===== config.mk =====
export PLATFORM = sky130hd
export DESIGN_NAME = nanov_serial_sequencer
export DESIGN_NICKNAME = d
export VERILOG_FILES = /design/src/rtl/nanov_serial_sequencer_pkg.sv /design/src/rtl/nanov_serial_sequencer_decode.sv /design/src/rtl/nanov_serial_sequencer.sv
export SDC_FILE = /design/constraint.sdc
export NUM_CORES = 1
export LEC_CHECK = 0
export CAP_MARGIN = 0
export CORE_MARGIN = 1.5
export CORE_UTILIZATION = 40
export DETAILED_ROUTE_END_ITERATION = 8
export GPL_TIMING_DRIVEN = 0
export PLACE_DENSITY = 0.76
export REMOVE_ABC_BUFFERS = 1
export SETUP_SLACK_MARGIN = 0.02
export SLEW_MARGIN = 10
export SYNTH_ARGS = -nofsm -noshare
export SYNTH_HDL_FRONTEND = slang
export SYNTH_SLANG_ARGS = --single-unit

===== constraint.sdc =====
create_clock -name clk -period 1.6 [get_ports clk]
set_input_delay 0.32 -clock clk [delete_from_list [all_inputs] [get_ports clk]]
set_output_delay 0.32 -clock clk [all_outputs]
set_load 0.02 [all_outputs]

===== src/rtl/nanov_serial_sequencer_pkg.sv =====
// Shared constants for the nanoV bit-serial sequencer: state codes, opcodes, counter width.
package nanoV_seq_pkg;

    localparam int unsigned XLEN  = 32;
    localparam int unsigned CNT_W = $clog2(XLEN);
    localparam logic [CNT_W-1:0] CNT_LAST = CNT_W'(XLEN - 1);

    localparam logic [1:0] ST_IDLE  = 2'd0;
    localparam logic [1:0] ST_EXEC  = 2'd1;
    localparam logic [1:0] ST_CMP   = 2'd2;
    localparam logic [1:0] ST_SLTWR = 2'd3;

    localparam logic [6:0] OPC_OPIMM = 7'b0010011;
    localparam logic [6:0] OPC_OP    = 7'b0110011;
    localparam logic [6:0] OPC_STORE = 7'b0100011;

    localparam logic [2:0] F3_SLT  = 3'b010;
    localparam logic [2:0] F3_SLTU = 3'b011;
    localparam logic [2:0] F3_SW   = 3'b010;
    localparam logic [2:0] F3_SLL  = 3'b001;
    localparam logic [2:0] F3_SR   = 3'b101;

endpackage


===== src/rtl/nanov_serial_sequencer_decode.sv =====
// Pure combinational RV32E decode of the subset the serial datapath supports.
module nanoV_instr_decode
    import nanoV_seq_pkg::*;
(
    input  logic [31:0] instr,
    output logic        legal,
    output logic        is_slt,
    output logic        is_store,
    output logic        wr_rd,
    output logic [3:0]  rs1,
    output logic [3:0]  rs2,
    output logic [3:0]  rd,
    output logic [3:0]  alu_op,
    output logic [31:0] imm
);

    logic [6:0] opc;
    logic [2:0] f3;
    logic       is_op;
    logic       is_opimm;
    logic       arith_ok;

    // Field extraction and legality; shifts are not supported by this datapath.
    always_comb begin
        opc      = instr[6:0];
        f3       = instr[14:12];
        is_op    = (opc == OPC_OP);
        is_opimm = (opc == OPC_OPIMM);
        is_store = (opc == OPC_STORE);
        arith_ok = (is_op || is_opimm) && (f3 != F3_SLL) && (f3 != F3_SR);
        legal    = (arith_ok || (is_store && (f3 == F3_SW)))
                   && !instr[19]
                   && !((is_op || is_store) && instr[24])
                   && !((is_op || is_opimm) && instr[11]);
        is_slt   = (is_op || is_opimm) && ((f3 == F3_SLT) || (f3 == F3_SLTU));
        rs1      = instr[18:15];
        rs2      = instr[23:20];
        rd       = instr[10:7];
        wr_rd    = !is_store && (instr[10:7] != 4'd0);
        alu_op   = {instr[30] & instr[5], f3};
        imm      = {{20{instr[31]}}, instr[31:20]};
    end

endmodule


===== src/rtl/nanov_serial_sequencer.sv =====
// Steps the bit-serial nanoV ALU/register file through one instruction at a time.
module nanov_serial_sequencer
    import nanoV_seq_pkg::*;
(
    input  logic             clk,
    input  logic             rstn,
    input  logic             instr_valid,
    input  logic [31:0]      instr,
    output logic             instr_ready,
    output logic [CNT_W-1:0] counter,
    output logic [3:0]       rs1,
    output logic [3:0]       rs2,
    output logic [3:0]       rd,
    output logic             reg_pause,
    output logic             reg_wr_en,
    output logic             rd_src,
    output logic             slt_bit,
    output logic [3:0]       alu_op,
    output logic             alu_b_sel_rs2,
    output logic             alu_imm_bit,
    output logic             alu_cy_in,
    input  logic             alu_cy_out,
    input  logic             alu_lts,
    output logic             store_bit_en,
    output logic             done,
    output logic             illegal
);

    logic             dec_legal, dec_is_slt, dec_is_store, dec_wr_rd;
    logic [3:0]       dec_rs1, dec_rs2, dec_rd, dec_alu_op;
    logic [31:0]      dec_imm;

    logic [1:0]       state_q, state_d;
    logic [CNT_W-1:0] counter_q, counter_d;
    logic             done_q, done_d;
    logic             illegal_q, illegal_d;
    logic             slt_q, slt_d;
    logic             cy_q, cy_d;
    logic             accept;

    logic [3:0]       rs1_q, rs2_q, rd_q, alu_op_q;
    logic             is_store_q, wr_rd_q, b_sel_q;
    logic [31:0]      imm_q;

    nanoV_instr_decode u_decode (
        .instr    (instr),
        .legal    (dec_legal),
        .is_slt   (dec_is_slt),
        .is_store (dec_is_store),
        .wr_rd    (dec_wr_rd),
        .rs1      (dec_rs1),
        .rs2      (dec_rs2),
        .rd       (dec_rd),
        .alu_op   (dec_alu_op),
        .imm      (dec_imm)
    );

    assign instr_ready = (state_q == ST_IDLE) && rstn;
    assign accept      = instr_valid && instr_ready;

    // Next-state, bit counter, retire/reject pulses, SLT result and carry chain.
    always_comb begin
        state_d   = state_q;
        counter_d = counter_q;
        done_d    = 1'b0;
        illegal_d = 1'b0;
        slt_d     = slt_q;
        cy_d      = (state_q == ST_IDLE) ? cy_q : alu_cy_out;
        case (state_q)
            ST_IDLE: begin
                counter_d = '0;
                if (accept) begin
                    if (dec_legal) state_d = dec_is_slt ? ST_CMP : ST_EXEC;
                    else           illegal_d = 1'b1;
                end
            end
            ST_EXEC, ST_SLTWR: begin
                counter_d = counter_q + CNT_W'(1);
                if (counter_q == CNT_LAST) begin
                    state_d = ST_IDLE;
                    done_d  = 1'b1;
                end
            end
            ST_CMP: begin
                counter_d = counter_q + CNT_W'(1);
                if (counter_q == CNT_LAST) begin
                    slt_d   = alu_op_q[0] ? ~alu_cy_out : alu_lts;
                    state_d = ST_SLTWR;
                end
            end
            default: begin
                state_d   = ST_IDLE;
                counter_d = '0;
            end
        endcase
    end

    // Sequencer state register; reset aborts any instruction in flight.
    always_ff @(posedge clk) begin
        if (!rstn) begin
            state_q   <= ST_IDLE;
            counter_q <= '0;
            done_q    <= 1'b0;
            illegal_q <= 1'b0;
            slt_q     <= 1'b0;
            cy_q      <= 1'b0;
        end else begin
            state_q   <= state_d;
            counter_q <= counter_d;
            done_q    <= done_d;
            illegal_q <= illegal_d;
            slt_q     <= slt_d;
            cy_q      <= cy_d;
        end
    end

    // Instruction fields held for the whole serial pass.
    always_ff @(posedge clk) begin
        if (!rstn) begin
            rs1_q      <= '0;
            rs2_q      <= '0;
            rd_q       <= '0;
            alu_op_q   <= '0;
            is_store_q <= 1'b0;
            wr_rd_q    <= 1'b0;
            b_sel_q    <= 1'b0;
            imm_q      <= '0;
        end else if (accept && dec_legal) begin
            rs1_q      <= dec_rs1;
            rs2_q      <= dec_rs2;
            rd_q       <= dec_rd;
            alu_op_q   <= dec_alu_op;
            is_store_q <= dec_is_store;
            wr_rd_q    <= dec_wr_rd;
            b_sel_q    <= instr[5];
            imm_q      <= dec_imm;
        end
    end

    assign counter       = counter_q;
    assign rs1           = rs1_q;
    assign rs2           = rs2_q;
    assign rd            = rd_q;
    assign alu_op        = alu_op_q;
    assign alu_b_sel_rs2 = b_sel_q;
    assign alu_imm_bit   = imm_q[counter_q];
    assign reg_pause     = (state_q == ST_IDLE);
    assign reg_wr_en     = ((state_q == ST_EXEC) || (state_q == ST_SLTWR)) && wr_rd_q;
    assign store_bit_en  = (state_q == ST_EXEC) && is_store_q;
    assign rd_src        = (state_q == ST_SLTWR);
    assign slt_bit       = (state_q == ST_SLTWR) && (counter_q == '0) && slt_q;
    assign alu_cy_in     = (counter_q == '0) ? (alu_op_q[1] | alu_op_q[3]) : cy_q;
    assign done          = done_q;
    assign illegal       = illegal_q;

endmodule


==> After elaboration in Yosys (flattened, before gate mapping) <==
Cells that the tools add are included.
{ "totals": {"word_cells": 82, "out_inout_bits": 32, "regBits": 42} }
{ "op_classes": {"add_sub_neg": 1, "n_eq_ne": 15, "order_cmp": 1, "reduce_logical": 35, "bitwise_logic": 3, "mux": 13} }
{ "op_table": {"columns": ["cell", "count"], "rows": [
  ["1-bit logical AND", 17],
  ["7-bit by 6-bit equality test with 1-bit output, second input constant", 2],
  ["2-bit two-way mux", 5],
  ["5-bit one-hot mux with 2 select lines", 1],
  ["7-bit by 5-bit equality test with 1-bit output, second input constant", 1],
  ["3-bit by 2-bit equality test with 1-bit output, second input constant", 2],
  ["5-bit by 6-bit less-than comparator with 1-bit output, second input constant", 1],
  ["2-bit one-hot mux with 3 select lines", 1],
  ["5-bit by 1-bit adder with 5-bit output, second input constant", 1],
  ["1-bit binary-select mux with 5-bit select", 1],
  ["5-bit equality test, second input constant", 1],
  ["5-bit zero test", 1],
  ["1-bit logical OR", 5],
  ["1-bit two-way mux", 5],
  ["2-bit equality test, second input constant", 2],
  ["1-bit zero test", 4],
  ["2-bit by 1-bit inequality test with 1-bit output, second input constant", 2],
  ["2-bit inequality test, second input constant", 2],
  ["2-bit AND reduction", 2],
  ["4-bit AND reduction", 1],
  ["4-bit nonzero test", 1],
  ["3-bit by 1-bit inequality test with 1-bit output, second input constant", 1],
  ["3-bit inequality test, second input constant", 1],
  ["3-bit AND reduction", 1],
  ["7 further kinds", 7]
]} }

==> Longest topological paths before layout <==
{ "logic_depth": {"ltp_word": 11, "ltp_mapped": 7, "mapped_depth_nobuf": 7} }

==> Hierarchy <==
Synthesis repeated with hierarchy kept, for this count alone.
{ "unflattened": {"cells_unflattened": 366, "hier_area_um2": 3126.7} }
{ "modules_own_cells": {"columns": ["mod", "instances", "cells_per_inst", "area_each_um2"], "rows": [
  ["nanov_serial_sequencer", 1, 305, 2672.6],
  ["nanoV_instr_decode", 1, 61, 454.2]
]} }

==> Least setup slack after synthesis <==
OpenSTA, ideal clock, no wires.
{ "synth_timing": {"path_type": "reg-to-output", "startpoint": "register counter_q[0] (netlist: counter[0])", "endpoint": "output alu_imm_bit", "path_buffers": 1, "setup_slack_ps": -347, "arrival_time_ps": 1627, "stages_incl_launch_ff": 5, "cell_sequence": "dfxtp_1 clkbuf_1 mux4_2 a32oi_1 o31ai_1"} }
{ "synth_between": {"elab_chain_cells": 2} }
{ "synth_lines": {"columns": ["item", "line_no", "source"], "rows": [
  ["start, declared", "nanov_serial_sequencer.sv:34", "logic [CNT_W-1:0] counter_q, counter_d;"],
  ["start signal, assigned", "nanov_serial_sequencer.sv:109", "counter_q <= counter_d;"],
  ["1-bit binary-select mux with 5-bit select", "nanov_serial_sequencer.sv:146", "assign alu_imm_bit = imm_q[counter_q];"],
  ["1-bit two-way mux (not written as such)", "nanov_serial_sequencer.sv:146", null],
  ["end, declared", "nanov_serial_sequencer.sv:20", "output logic alu_imm_bit,"]
]} }
No other way between the ends. The select of a mux whose other input is x is not followed.

==> Final worst setup path <==
Ends and elaborated chain as after synthesis.

==> results.sh <==
export IMPL_relSlewSlack_pct=59.8
export IMPL_worst_pin_slew_ps=597
export IMPL_synthesis_instances=210
export IMPL_grt_pass1_vias=1710
export IMPL_nets=326
export IMPL_p_total_mw=1.81
export IMPL_cp_max_fo=6
export IMPL_wl_per_cell_um=14.6
export IMPL_cts_root_buf="clkbuf_8"
export IMPL_drive_gt1_share_pct=20.7
export IMPL_start_util_pct=42.2
export IMPL_rsz0062_at_grt="true"
export IMPL_cts_buffers=5
export IMPL_antenna_found_initial=0
export IMPL_fin_ws_ps=-368
export IMPL_worstSetupPathType="reg2out"
export IMPL_synth_edf_count=0
export IMPL_yosysWarnings=0
export IMPL_startpoint_type="flop"
export IMPL_ir_drop_mv=0.414
export IMPL_power_density_nw_per_um2=623
export IMPL_avgSynthCellArea_um2=8.88
export IMPL_period_share_pct=123
export IMPL_n_antenna_cell=0
export IMPL_synthMuxAreaShare_pct=11.7
export IMPL_fillCellCount=357
export IMPL_routed_via_density=5.34
export IMPL_ioPinCount=69
export IMPL_yosys_area_share_adder_pct=2.01
export IMPL_critical_path_arrival_ps=1650
export IMPL_synth_xor_area_share_pct=0.940
export IMPL_ant_nets=0
export IMPL_fmax_mhz=508
export IMPL_clock_latency_ps=290
export IMPL_violations="setup timing"
export IMPL_die_h_um=71.3
export IMPL_status="complete, but fails checks"
export IMPL_slew_violations=0
export IMPL_synth_top_family_by_area="simple AND/OR/NAND/NOR gates"
export IMPL_critPathTopFamily="multiplexers"
export IMPL_synth_distinct_cells=44
export IMPL_hold_class="in2reg"
export IMPL_leakagePower_nw=1.33
export IMPL_register_area_um2=778
export IMPL_syn2layout_area_growth_pct=55.6
export IMPL_overflow=0
export IMPL_synth_simple_area_share_pct=22.4
export IMPL_cts_tree="built"
export IMPL_setup_viol=4
export IMPL_grt_use_total_pct=19.8
export IMPL_regToRegSetupSlack_ps=-10
export IMPL_die_area_um2=5080
export IMPL_num_rows=24
export IMPL_grt_max_degree=28
export IMPL_timing_final_crit_period_ps=1970
export IMPL_multiInputGateArea_um2=1030
export IMPL_setup_tns_ps=-853
export IMPL_clkSinkCount=38
export IMPL_yosysSeqAreaShare_pct=40.8
export IMPL_hold_buffers=0
export IMPL_path_clk_slew_ps=70
export IMPL_htree_levels=2
export IMPL_place_gp_congestion=0.770
export IMPL_path_buf_inv=1
export IMPL_synth_compound_area_share_pct=14.2
export IMPL_ys_ff_latch=38
export IMPL_grt_pass1_wl_um=8000
export IMPL_worstPathRequired_ps=1280
export IMPL_syn_area_um2=1860
export IMPL_core_area_um2=4410
export IMPL_maxCapViolCount=0
export IMPL_dr_pass1_iters=4
export IMPL_path_cells="mux4_2, a32oi_1, o31ai_1, buf_4"
export IMPL_hpwl_um=3120
export IMPL_port_buffers=68
export IMPL_synth_top_flop_cell="dfxtp_1"
export IMPL_drc=0
export IMPL_critPathMaxStageDelay_ps=500
export IMPL_dieWidth_um=71.3
export IMPL_fin_skew_ps=6.93
export IMPL_drt_iter0_drc=71
export IMPL_slowest_stage="mux4_2"
export IMPL_finalHoldViolations=0
export IMPL_cts_buffer_depth=2
export IMPL_via_count=1798
export IMPL_endpoint_kind="output pin"
export IMPL_async_flop_share_pct=0
export IMPL_routed_wl_um=4910
worst register-to-register path, stage by stage (launching register included):
cell and delay, ps:
dfxtp_4 360, buf_12 130, ha_1 190, and3_1 180, ha_1 230, a21oi_2 160, o31ai_1 90, and2_1 170
final timing paths:
path	start	endpoint	cells past startpoint
min	instr[24]	imm_q[4]	3
max reg2reg	counter[1]	state_q[0]	7
min reg2reg	rs1[0]	rs1[0]	2
max	counter[0]	alu_imm_bit	4
power breakdown:
| group | total (mW) | internal [mW] | switching [mW] |
|---|---|---|---|
| Sequential | 0.941 | 0.940 | 0.000751 |
| Clock | 0.655 | 0.332 | 0.322 |
| Combinational | 0.210 | 0.116 | 0.0940 |
| Total | 1.81 | 1.39 | 0.417 |
repair_timing:
item                       4_1_cts  5_1_grt
gates cloned                     1        0
resized for setup               88       24
buffers inserted                18        2
setup endpoints to repair       56       44
pin swaps                        9        5
kinds of logic after synthesis:
| kind of cell | Yosys count |
|---|---|
| simple gates | 77 |
| flops | 38 |
| mux | 18 |
| buf+inv | 28 |
| xor+xnor | 2 |
| compound gates | 44 |
| fa+ha+maj | 3 |
cells in the mapped netlist, types with 2 or more instances:
master    count  share of area [%]
a21oi_1      18                4.8
and2_1        4                1.3
and3_1        3                1.0
buf_2         2               0.54
buf_4         4                1.6
clkbuf_1     10                2.0
clkbuf_2      2               0.54
dfxtp_1      38                 41
ha_1          3                2.0
inv_1         7                1.4
mux2i_1      15                8.1
mux4_2        3                3.6
nand2_1      25                5.0
nand3_1       3               0.81
nand4_1      14                4.7
nor2_1       13                2.6
nor3b_1       2               0.81
nor4b_1       2               0.94
o21ai_0      15                4.0
o31ai_1       2               0.81
or3_1         2               0.67
registers in the layout, summed over array words and instances (netlist names), 2 cells and up:
name / count
imm_q: 9
counter: 5
alu_op: 4
rd: 4
rs1: 4
rs2: 3
state_q: 2
layer usage:
metal	global-route usage, %	part of all wire [%]
met1	23.7	42
met2	34.6	52
met3	5.77	5.5
met4	5.87	1.1
met5	0	0
layout by cell type (no fill, tap or decap), types with 2 or more instances in the layout:
| cell type | netlist | layout |
|---|---|---|
| a21oi_1 | 18 | 16 |
| a21oi_2 | 0 | 2 |
| and2_1 | 4 | 4 |
| and3_1 | 3 | 3 |
| buf_12 | 1 | 5 |
| buf_2 | 2 | 3 |
| buf_4 | 4 | 15 |
| buf_6 | 1 | 3 |
| clkbuf_8 | 0 | 6 |
| clkdlybuf4s50_1 | 0 | 25 |
| dfxtp_1 | 38 | 32 |
| dfxtp_2 | 0 | 2 |
| dfxtp_4 | 0 | 4 |
| dlygate4sd2_1 | 0 | 26 |
| dlymetal6s2s_1 | 0 | 9 |
| ha_1 | 3 | 2 |
| inv_1 | 7 | 5 |
| mux2i_1 | 15 | 15 |
| mux4_2 | 3 | 3 |
| nand2_1 | 25 | 25 |
| nand3_1 | 3 | 3 |
| nand4_1 | 14 | 14 |
| nor2_1 | 13 | 12 |
| nor3b_1 | 2 | 2 |
| o21ai_0 | 15 | 7 |
| o21ai_1 | 1 | 8 |
| o31ai_1 | 2 | 2 |
area by class of cell:
cell class              count  share of cell area (%)
inverters                   8                    1.55
well taps                  52                    2.24
flip-flops and latches     38                    26.8
clock buffers               6                    2.85
repair buffers             89                    31.0
multi-input cells         144                    35.5
per-stage QoR:
stage                     hold slack, ps  std cells  util (%)  setup slack [ps]  area [um2]
after floorplan                      430        190         -             -1210        1750
after global placement               441        310      56.4             -3240        2490
after detailed placement             446        310      56.8             -1850        2510
after CTS                            304        335      64.0              -367        2830
after global routing                 320        337      65.7              -457        2900
final                                317        337      65.7              -368        2900
Note: power is estimated with default switching activity, not from simulation.
